[src/rtl/mdu_hilo_pkg.sv]
// Shared op codes, FSM encodings and op-decode helpers for the HI/LO multiply/divide unit.
package mdu_hilo_pkg;

  localparam logic [2:0] OP_MULT  = 3'd0;
  localparam logic [2:0] OP_MULTU = 3'd1;
  localparam logic [2:0] OP_DIV   = 3'd2;
  localparam logic [2:0] OP_DIVU  = 3'd3;
  localparam logic [2:0] OP_MTHI  = 3'd4;
  localparam logic [2:0] OP_MTLO  = 3'd5;

  localparam logic [1:0] ST_IDLE = 2'd0;
  localparam logic [1:0] ST_CALC = 2'd1;
  localparam logic [1:0] ST_FIX  = 2'd2;

  function automatic logic is_long_op(input logic [2:0] op);
    return (op == OP_MULT) || (op == OP_MULTU) || (op == OP_DIV) || (op == OP_DIVU);
  endfunction

  function automatic logic is_div_op(input logic [2:0] op);
    return (op == OP_DIV) || (op == OP_DIVU);
  endfunction

  function automatic logic is_signed_op(input logic [2:0] op);
    return (op == OP_MULT) || (op == OP_DIV);
  endfunction

endpackage

[src/rtl/mdu_hilo.sv]
// Iterative radix-2 multiply/divide unit owning the HI/LO registers.
// Long ops hold busy for 33 cycles; MTHI/MTLO write in one cycle; start while busy is ignored.
module mdu_hilo
  import mdu_hilo_pkg::*;
#(
  parameter int WIDTH = 32
) (
  input  logic             clk,
  input  logic             rst_n,
  input  logic             start,
  input  logic [2:0]       op,
  input  logic [WIDTH-1:0] a,
  input  logic [WIDTH-1:0] b,
  output logic             busy,
  output logic             done,
  output logic [WIDTH-1:0] hi,
  output logic [WIDTH-1:0] lo
);

  localparam int CW = $clog2(WIDTH);
  localparam logic [CW-1:0] LAST = CW'(WIDTH - 1);

  logic [1:0]         state;
  logic [CW-1:0]      cnt;
  logic [2*WIDTH-1:0] acc;
  logic [WIDTH-1:0]   opnd;
  logic               is_div;
  logic               neg_res;
  logic               neg_rem;
  logic               div_zero;

  logic               sgn_a;
  logic               sgn_b;
  logic [WIDTH-1:0]   mag_a;
  logic [WIDTH-1:0]   mag_b;

  assign sgn_a = is_signed_op(op) & a[WIDTH-1];
  assign sgn_b = is_signed_op(op) & b[WIDTH-1];
  // Negating 0x80000000 yields 0x80000000, which is the correct unsigned magnitude.
  assign mag_a = sgn_a ? -a : a;
  assign mag_b = sgn_b ? -b : b;

  // Multiply: acc = {partial_product, remaining multiplier bits}, opnd = multiplicand.
  // Divide:   acc = {partial_remainder, dividend/quotient bits},  opnd = divisor.
  logic [WIDTH:0]     lhs;
  logic [WIDTH+1:0]   addend;
  logic [WIDTH+1:0]   sum;
  logic               fits;
  logic [2*WIDTH-1:0] acc_nxt;

  always_comb begin
    lhs     = is_div ? {acc[2*WIDTH-1:WIDTH], acc[WIDTH-1]} : {1'b0, acc[2*WIDTH-1:WIDTH]};
    addend  = is_div ? ~{2'b00, opnd} : {2'b00, opnd};
    sum     = {1'b0, lhs} + addend + {{(WIDTH+1){1'b0}}, is_div};
    fits    = ~sum[WIDTH+1];
    acc_nxt = acc;
    if (is_div)
      acc_nxt = {(fits ? sum[WIDTH-1:0] : lhs[WIDTH-1:0]), acc[WIDTH-2:0], fits};
    else if (acc[0])
      acc_nxt = {sum[WIDTH:0], acc[WIDTH-1:1]};
    else
      acc_nxt = {1'b0, acc[2*WIDTH-1:WIDTH], acc[WIDTH-1:1]};
  end

  logic [2*WIDTH-1:0] prod_fix;
  logic [WIDTH-1:0]   quo;
  logic [WIDTH-1:0]   rem;
  logic [WIDTH-1:0]   quo_fix;
  logic [WIDTH-1:0]   rem_fix;

  assign quo      = acc[WIDTH-1:0];
  assign rem      = acc[2*WIDTH-1:WIDTH];
  assign prod_fix = neg_res ? -acc : acc;
  assign quo_fix  = neg_res ? -quo : quo;
  assign rem_fix  = neg_rem ? -rem : rem;

  always_ff @(posedge clk or negedge rst_n) begin
    if (!rst_n) begin
      state    <= ST_IDLE;
      cnt      <= '0;
      acc      <= '0;
      opnd     <= '0;
      is_div   <= 1'b0;
      neg_res  <= 1'b0;
      neg_rem  <= 1'b0;
      div_zero <= 1'b0;
      busy     <= 1'b0;
      done     <= 1'b0;
      hi       <= '0;
      lo       <= '0;
    end else begin
      done <= 1'b0;
      case (state)
        ST_IDLE: begin
          if (start) begin
            if (is_long_op(op)) begin
              state    <= ST_CALC;
              cnt      <= '0;
              busy     <= 1'b1;
              is_div   <= is_div_op(op);
              neg_res  <= sgn_a ^ sgn_b;
              neg_rem  <= sgn_a;
              div_zero <= (b == '0);
              acc      <= {{WIDTH{1'b0}}, (is_div_op(op) ? mag_a : mag_b)};
              opnd     <= is_div_op(op) ? mag_b : mag_a;
            end else if (op == OP_MTHI) begin
              hi <= a;
            end else if (op == OP_MTLO) begin
              lo <= a;
            end
          end
        end
        ST_CALC: begin
          acc <= acc_nxt;
          cnt <= cnt + CW'(1);
          if (cnt == LAST)
            state <= ST_FIX;
        end
        ST_FIX: begin
          if (is_div) begin
            // Zero divisor leaves the dividend magnitude as remainder, so rem_fix equals a.
            lo <= div_zero ? {WIDTH{1'b1}} : quo_fix;
            hi <= rem_fix;
          end else begin
            lo <= prod_fix[WIDTH-1:0];
            hi <= prod_fix[2*WIDTH-1:WIDTH];
          end
          busy  <= 1'b0;
          done  <= 1'b1;
          state <= ST_IDLE;
        end
        default: state <= ST_IDLE;
      endcase
    end
  end

endmodule
[config.mk]
export PLATFORM = sky130hd
export DESIGN_NAME = mdu_hilo
export DESIGN_NICKNAME = d
export VERILOG_FILES = /design/src/rtl/mdu_hilo_pkg.sv /design/src/rtl/mdu_hilo.sv
export SDC_FILE = /design/constraint.sdc
export NUM_CORES = 1
export LEC_CHECK = 0
export CAP_MARGIN = 10
export CORE_MARGIN = 10
export CORE_UTILIZATION = 58
export DETAILED_ROUTE_END_ITERATION = 8
export GPL_TIMING_DRIVEN = 0
export PLACE_DENSITY_LB_ADDON = 0.12
export RECOVER_POWER = 50
export SLEW_MARGIN = 20
export SYNTH_ARGS = -nofsm -noshare
export SYNTH_HDL_FRONTEND = slang
export SYNTH_SLANG_ARGS = --single-unit
[constraint.sdc]
create_clock -name clk -period 9.9 [get_ports clk]
set_input_delay 1.485 -clock clk [delete_from_list [all_inputs] [get_ports clk]]
set_output_delay 1.485 -clock clk [all_outputs]
set_load 0.01 [all_outputs]
==> flow_summary.html <==
<table>
<tr><th>Metric</th><th>Value</th></tr>
<tr><th colspan="2">Status</th></tr>
<tr><td>Outcome</td><td>complete, but fails checks</td></tr>
<tr><td>Violations in the final reports</td><td>max-capacitance violations, max-slew violations</td></tr>
<tr><th colspan="2">CTS</th></tr>
<tr><td>CTS max path bufs</td><td>2</td></tr>
<tr><td>Clock tree from TritonCTS</td><td>done</td></tr>
<tr><td>Gates resized, CTS repair</td><td>0</td></tr>
<tr><td>Clk root buf</td><td>clkbuf_16</td></tr>
<tr><td>Number of clock buffers inserted by TritonCTS</td><td>17</td></tr>
<tr><td>Clock-pin slew on the worst setup and hold paths</td><td>approximately 80 ps</td></tr>
<tr><td>Clock insertion delay at the later pin of the skew report</td><td>approximately 460 ps</td></tr>
<tr><td>Clock tree sinks</td><td>~170</td></tr>
<tr><td>Count of hold buffers inserted by post-cts repair</td><td>0</td></tr>
<tr><td>Post-CTS Setup Inserts</td><td>0</td></tr>
<tr><td>Level count of the clock H-tree</td><td>4</td></tr>
<tr><th colspan="2">Timing</th></tr>
<tr><td>Final hold vios</td><td>0</td></tr>
<tr><td>Normalized max-slew margin</td><td>-225%</td></tr>
<tr><td>Post-route setup TNS</td><td>0 ps</td></tr>
<tr><td>Least-Margin Pin Slew</td><td>~5000 ps</td></tr>
<tr><td>Achievable Freq</td><td>about 150 MHz</td></tr>
<tr><td>Setup repair after global routing missed its margin</td><td>no</td></tr>
<tr><td>Number of slew-limit violations in the final report</td><td>between 80 and 90</td></tr>
<tr><td>Post-layout worst setup margin</td><td>between 3000 and 4000 ps</td></tr>
<tr><td>Min Tclk post-route</td><td>~6600 ps</td></tr>
<tr><td>Tcrit/Tclk final</td><td>66.8%</td></tr>
<tr><td>Worst-case clock skew</td><td>16.8 ps</td></tr>
<tr><td>Final-report setup violation count</td><td>0</td></tr>
<tr><th colspan="2">Floorplanning</th></tr>
<tr><td>Starting utilization of the core area</td><td>~59%</td></tr>
<tr><td>Number of placed I/O pins</td><td>between 100 and 150</td></tr>
<tr><td>Die Width</td><td>between 150 and 200 um</td></tr>
<tr><td>Core area</td><td>approximately 24,000 um2</td></tr>
<tr><td>Vertical die dimension</td><td>about 170 um</td></tr>
<tr><td>Area of the die</td><td>30,600 um2</td></tr>
<tr><td>Number of cell rows</td><td>56</td></tr>
<tr><th colspan="2">Final layout</th></tr>
<tr><td>Proportion of layout cells with a drive suffix above 1</td><td>under 10%</td></tr>
<tr><td>Number of diodes added for antenna fixing</td><td>0</td></tr>
<tr><td>Commonest non-fill, non-tap cell in the layout</td><td>nand2_1</td></tr>
<tr><td>Layout overhead on the synthesized area</td><td>16.9%</td></tr>
<tr><td>Number of nets at the end of the flow</td><td>between 2,000 and 2,500</td></tr>
<tr><td>Most frequent cells in the layout</td><td>nand2_1, o21ai_0, dfrtp_1, nor2_1, a21oi_1</td></tr>
<tr><th colspan="2">Synthesis</th></tr>
<tr><td>Net count of the mapped netlist</td><td>around 1,900</td></tr>
<tr><td>Number of standard cells after synthesis</td><td>around 1,800</td></tr>
<tr><td>Fraction of registers with async set or reset after synthesis</td><td>100%</td></tr>
<tr><td>Most used DFF post-synth</td><td>dfrtp_1</td></tr>
<tr><td>Syn Std Cell Area</td><td>about 14,000 um2</td></tr>
<tr><td>Syn Area/Cell</td><td>between 7 and 8 um2</td></tr>
<tr><td>Count of different cell masters after synthesis</td><td>68</td></tr>
<tr><td>Yosys warnings</td><td>0</td></tr>
<tr><td>Post-synthesis sequential element count</td><td>between 150 and 200</td></tr>
<tr><td>Number of synthesized flops with an enable pin</td><td>0</td></tr>
<tr><td>Sequential area share after synthesis</td><td>between 30 and 40%</td></tr>
<tr><th colspan="2">Routing</th></tr>
<tr><td>WL final</td><td>about 56 mm</td></tr>
<tr><td>Post-DR wirelength/cell</td><td>between 20 and 25 um</td></tr>
<tr><td>Via count</td><td>about 15,000</td></tr>
<tr><td>Detailed Routing Iterations Pass 1</td><td>8</td></tr>
<tr><td>Remaining antenna violation count</td><td>0</td></tr>
<tr><td>Met3 Routed Length</td><td>7.78 mm</td></tr>
<tr><td>Violation count after the first detailed-routing iteration</td><td>around 2,500</td></tr>
<tr><td>Number of DRC violations after detailed routing</td><td>0</td></tr>
<tr><td>Highest signal layer in the routed design</td><td>met4</td></tr>
<tr><td>Detailed-routed wire length on met2</td><td>roughly 23 mm</td></tr>
<tr><td>Vias per std cell</td><td>6.64</td></tr>
<tr><td>M1 wire length</td><td>22.4 mm</td></tr>
<tr><th colspan="2">GRT</th></tr>
<tr><td>First-pass GRT wire length</td><td>84.5 mm</td></tr>
<tr><td>Maximum number of pins on one net before global-route repair</td><td>89</td></tr>
<tr><td>Total congestion overflow</td><td>0</td></tr>
<tr><td>Total track usage</td><td>between 30% and 40%</td></tr>
<tr><td>Number of antenna violations at the first check in global routing</td><td>0</td></tr>
<tr><td>Via count of the first global-routing pass</td><td>14,200</td></tr>
<tr><th colspan="2">Min path</th></tr>
<tr><td>Worst Hold Class</td><td>reg -&gt; reg</td></tr>
<tr><td>Number of instances on the worst hold path</td><td>2</td></tr>
<tr><td>Hold path startpoint</td><td>hi[6]</td></tr>
<tr><td>Capture endpoint of the worst hold path</td><td>hi[6]</td></tr>
<tr><th colspan="2">Power</th></tr>
<tr><td>Static Leak</td><td>between 6 and 7 nW</td></tr>
<tr><td>Pwr/cell area</td><td>approximately 430 nW/um2</td></tr>
<tr><td>Worst vdd rail ir drop</td><td>about 0.00021 V</td></tr>
<tr><td>Sum of internal, switching and leakage power</td><td>approximately 7.0 mW</td></tr>
<tr><th colspan="2">Critical path</th></tr>
<tr><td>Data required time at the worst endpoint</td><td>~10,000 ps</td></tr>
<tr><td>Worst reg-to-reg setup slack</td><td>about 3300 ps</td></tr>
<tr><td>Critical path startpoint category</td><td>flop</td></tr>
<tr><td>Startpoint of the worst register-to-register path</td><td>is_div</td></tr>
<tr><td>R2R Path End</td><td>acc[0]</td></tr>
<tr><td>Arrival @ worst endpoint</td><td>between 6000 and 7000 ps</td></tr>
<tr><td>Cell depth of the worst flop-to-flop path</td><td>17</td></tr>
<tr><td>Critical setup path kind</td><td>reg -&gt; reg</td></tr>
<tr><td>Crit end category</td><td>flop</td></tr>
<tr><td>Max Fanout on Critical Path</td><td>10</td></tr>
<tr><th colspan="2">Run</th></tr>
<tr><td>Reported max-cap violation count</td><td>1</td></tr>
<tr><th colspan="2">Placement</th></tr>
<tr><td>DP Worst Slack</td><td>~3700 ps</td></tr>
<tr><td>IO Port Bufs</td><td>between 100 and 150</td></tr>
<tr><td>Gpl congestion</td><td>1.06</td></tr>
<tr><td>Detailed placement HPWL</td><td>43.9 mm</td></tr>
</table>
-- critical path, stage by stage, from the launching register on --
cell,delay (ps)
dfrtp_1,340
clkbuf_1,350
clkbuf_1,540
buf_1,610
clkbuf_1,570
xor2_1,510
ha_1,400
a21oi_1,200
a21oi_1,90
a211oi_1,310
o22ai_1,300
o311a_1,420
o21ai_1,660
nand2_1,150
buf_2,270
buf_2,260
o311ai_0,320
o21ai_0,140
-- stage by stage --
stage | area [um2] | hold WS, ps | cells | util [%]
CTS | 16300 | 489 | 2248 | 69.2
detailed placement | 15700 | 470 | 2216 | 66.7
global route | 16300 | 505 | 2248 | 69.1
floorplan | 13900 | 458 | 1763 | -
global placement | 15700 | 460 | 2215 | 66.5
finish | 16300 | 479 | 2248 | 69.1
-- how the worst max path moves through the flow --
stage                      start        to
after floorplan           is_div    acc[0]
after global placement     rst_n  opnd[11]
after detailed placement  is_div   acc[51]
after CTS                 is_div   acc[51]
after global routing      is_div    acc[0]
final                     is_div    acc[0]
-- final cells by class --
cell class              count  area [um2]
plain buffers             136         524
fillers                  2037        7260
clock buffers              17         425
repair buffers            134        1350
flip-flops and latches    173        4330
multi-input cells        1419        8940
inverters                  35         131
clock inverters            15         171
well taps                 319         399
-- sequential cells by signal, summed over array words and instances, names as in the netlist --
register / count
hi: 32
acc: 64
opnd: 32
done: 1
neg_rem: 1
busy: 1
cnt: 5
is_div: 1
state: 2
div_zero: 1
lo: 32
neg_res: 1
-- power by group --
part,total (mW),internal (mW),switching (mW)
combinational,4.88,1.90,2.99
clock,0.705,0.340,0.365
sequential,1.36,1.05,0.311
total,6.95,3.29,3.66
-- logic make-up (layout without fill, tap and decap cells) --
kind of cell,count (synthesis),in the layout,share of synthesized area (%)
adder cells (fa/ha/maj),38,38,3.47
AO/OA/AOI/OAI,570,570,24.8
XOR/XNOR,179,179,11.3
AND/OR/NAND/NOR,528,528,16.9
multiplexers,104,104,7.80
flip-flops,173,173,31.1
buffers and inverters,171,337,4.71
-- per-layer routing --
metal,track usage (%),up-vias
li1,-,6633
met1,48.1,7016
met2,51.0,1109
met3,10.2,171
met4,16.0,0
met5,0,-
-- Yosys cell counts (all sizes together) (4+ instances only) --
| cell | instances | area share [%] |
|---|---|---|
| mux2i | 68 | 4.9 |
| nand4 | 7 | 0.31 |
| o41ai | 14 | 0.88 |
| a21oi | 153 | 5.6 |
| xnor2 | 80 | 5.0 |
| dfrtp | 173 | 31 |
| nand3 | 16 | 0.57 |
| nor2 | 158 | 4.3 |
| a22o | 6 | 0.38 |
| ha | 37 | 3.3 |
| buf | 13 | 0.45 |
| nand2b | 16 | 0.72 |
| or3 | 16 | 0.72 |
| nor2b | 4 | 0.18 |
| o31ai | 27 | 1.5 |
| a221oi | 4 | 0.25 |
| or2 | 7 | 0.31 |
| o22a | 11 | 0.69 |
| o22ai | 31 | 1.4 |
| o221ai | 18 | 1.1 |
| nand2 | 224 | 6.0 |
| nor4 | 13 | 0.63 |
| or4 | 20 | 1.2 |
| o211ai | 11 | 0.59 |
| a21o | 15 | 0.81 |
| mux2 | 36 | 2.9 |
| o21ai | 204 | 7.3 |
| a21boi | 4 | 0.22 |
| nor3 | 30 | 1.1 |
| a22oi | 5 | 0.27 |
| inv | 34 | 0.92 |
| a311oi | 4 | 0.25 |
| a211oi | 8 | 0.43 |
| o21bai | 7 | 0.38 |
| xor2 | 99 | 6.2 |
| a31oi | 20 | 0.90 |
| nor3b | 4 | 0.22 |
| and3 | 5 | 0.22 |
| clkbuf | 123 | 3.3 |
| o21a | 6 | 0.32 |
(Power assumes the default switching activity.)
==> RTL change: new RTL, same settings <==
Reset style: synchronous (`rst_n`), changed in one clocked block.
--- a/src/rtl/mdu_hilo.sv
+++ b/src/rtl/mdu_hilo.sv
@@ -74,7 +74,7 @@
   assign quo_fix  = neg_res ? -quo : quo;
   assign rem_fix  = neg_rem ? -rem : rem;
 
-  always_ff @(posedge clk or negedge rst_n) begin
+  always_ff @(posedge clk) begin
     if (!rst_n) begin
       state    <= ST_IDLE;
       cnt      <= '0;
Function: differs if rst_n is asserted again (counterexample within 4 cycles, from zero or initial values and one cycle with rst_n low); with rst_n held inactive, the same outputs for 4 cycles.
==> RTL change against the original RTL <==
  * Area after synthesis down 0.59%
  * Design area down 1.4%
  * Sequential share of layout area down 5.0 points
  * Sequential cell count unchanged
  * First-iteration DRC count down 14%
  * Worst hold slack worse by 0.031 ns
  * Wire length up 4.1%
  * Clock skew up 0.00094 ns
  * Setup slack better by 0.33 ns
Power is left out: it rests on default switching activity, and per cell area and clock period it moved more than threefold.
==> RTL change: results (changes against the original RTL) <==
| Metric | Value |
|---|---|
| Sequential area share after synthesis | `0.250 (-0.0607)` |
| Setup slack, reg-to-reg | `3.61 ns (+0.33 ns)` |
| Post-Route Skew | `0.0178 ns (+0.000944 ns)` |
| Initial antenna violation count | `1 (+1)` |
| Filler instances | `2081 (+2.2%)` |
| Post-CTS sizing | `0 (unchanged)` |
| Post-DP HPWL | `45400 µm (+3.3%)` |
| Largest net degree at the start of global routing | `18 (-80%)` |
| # H-tree levels | `4 (unchanged)` |
| Global-route wire length before repair | `86900 µm (+2.8%)` |
| Syn Nets | `1940 (+3.7%)` |
| Top area cells in the synthesized netlist | `dfxtp_1, a21oi_1, nand2_1` |
| GRT Util Overall | `0.365 (+0.0110)` |
| WP data arrival | `6.63 ns (-0.30 ns)` |
| Worst-case hold path end point | `opnd[19]` |
| Clk buf depth | `2 (unchanged)` |
| CP max FO | `10 (unchanged)` |
| Ys async rst share | `0 (-1.00)` |
| Largest register FFs | `64 (unchanged)` |
| Count of cell types in the netlist | `86 (+26%)` |
| Main flop type after synthesis | `dfxtp_1` |
| Top cells by count, synth | `nand2_1, a21oi_1, dfxtp_1` |
| Vias in the first global route | `14.7k (+3.7%)` |
| Layout cells sized above 1 | `0.0571 (+0.00787)` |
| Initial DRC count | `2107 (-14%)` |
| I/O Buffers | `132 (-0.75%)` |
| RR Endpoint | `acc[39]` |
| R2r worst-path depth | `17 (unchanged)` |
| Total Wirelength | `58200 µm (+4.1%)` |
| Outcome | `finished clean` |
| Crit-path max cell delay | `0.89 ns (+0.23 ns)` |
| Fin nets | `2091 (+3.3%)` |
| Drt first pass iters | `6 (-2)` |
| Slowest CP cell | `a2111oi_0` |
| Worst slew margin | `0.169 (+2.42)` |
| GP Congestion | `1.05 (-1.4%)` |
| Hold Crit Start | `opnd[19]` |
| RR Startpoint | `is_div` |
## RTL change: metal layers
metal | wire, µm | vias up | GRT usage
li1 | - | 7005 | -
met4 | 4030 | 0 | 0.218
met3 | 6770 | 258 | 0.0778
met5 | 0 | - | 0
met1 | 21400 | 7283 | 0.440
met2 | 26000 | 1168 | 0.587
## RTL change: stage by stage
step           cell area (µm²)  hold WS [ns]  utilization  setup WS, ns  cells
2_1_floorplan            13800         0.430            -          5.54   1832
3_3_place_gp             15600         0.443        0.663          3.93   2283
3_5_place_dp             15600         0.442        0.663          3.94   2283
4_1_cts                  16100         0.451        0.687          3.90   2315
5_1_grt                  16100         0.467        0.684          3.45   2315
6_report                 16100         0.448        0.684          3.61   2315
## RTL change: worst max-delay path by stage
stage,slack [ns],start,end
2_1_floorplan,5.54,is_div,acc[63]
3_3_place_gp,3.93,is_div,acc[63]
3_5_place_dp,3.94,is_div,acc[39]
4_1_cts,3.90,is_div,acc[39]
5_1_grt,3.45,is_div,acc[39]
6_report,3.61,is_div,acc[39]
## RTL change: critical path: cells and delay by family, from the launching register on
kind                     cells  cell delay [ns]
buffers and inverters        7             2.85
multiplexers                 1             0.41
AO/OA/AOI/OAI                5             1.68
flip-flops                   1             0.46
adder cells (fa/ha/maj)      1             0.28
AND/OR/NAND/NOR              3             0.50
## RTL change: cell type report
type	instances	area, µm²	share of cell area
Buffer	147	687	0.0428
Clock buffer	18	439	0.0273
Clock inverter	14	121	0.00756
Inverter	30	113	0.00701
Multi-Input combinational cell	1482	9510	0.592
Sequential cell	173	3460	0.216
Tap cell	319	399	0.0249
Timing Repair Buffer	132	1320	0.0823
## RTL change: kinds of logic (layout without fill, tap and decap cells)
| logic type | after synthesis | in the layout | share of synthesized area |
|---|---|---|---|
| adders and majority gates | 38 | 38 | 0.0349 |
| and+or+nand+nor | 559 | 559 | 0.189 |
| AOI/OAI and AO/OA | 618 | 618 | 0.287 |
| xor gates and xnor gates | 178 | 178 | 0.113 |
| buffers and inverters | 177 | 341 | 0.0577 |
| DFF | 173 | 173 | 0.250 |
| muxes | 89 | 89 | 0.0682 |
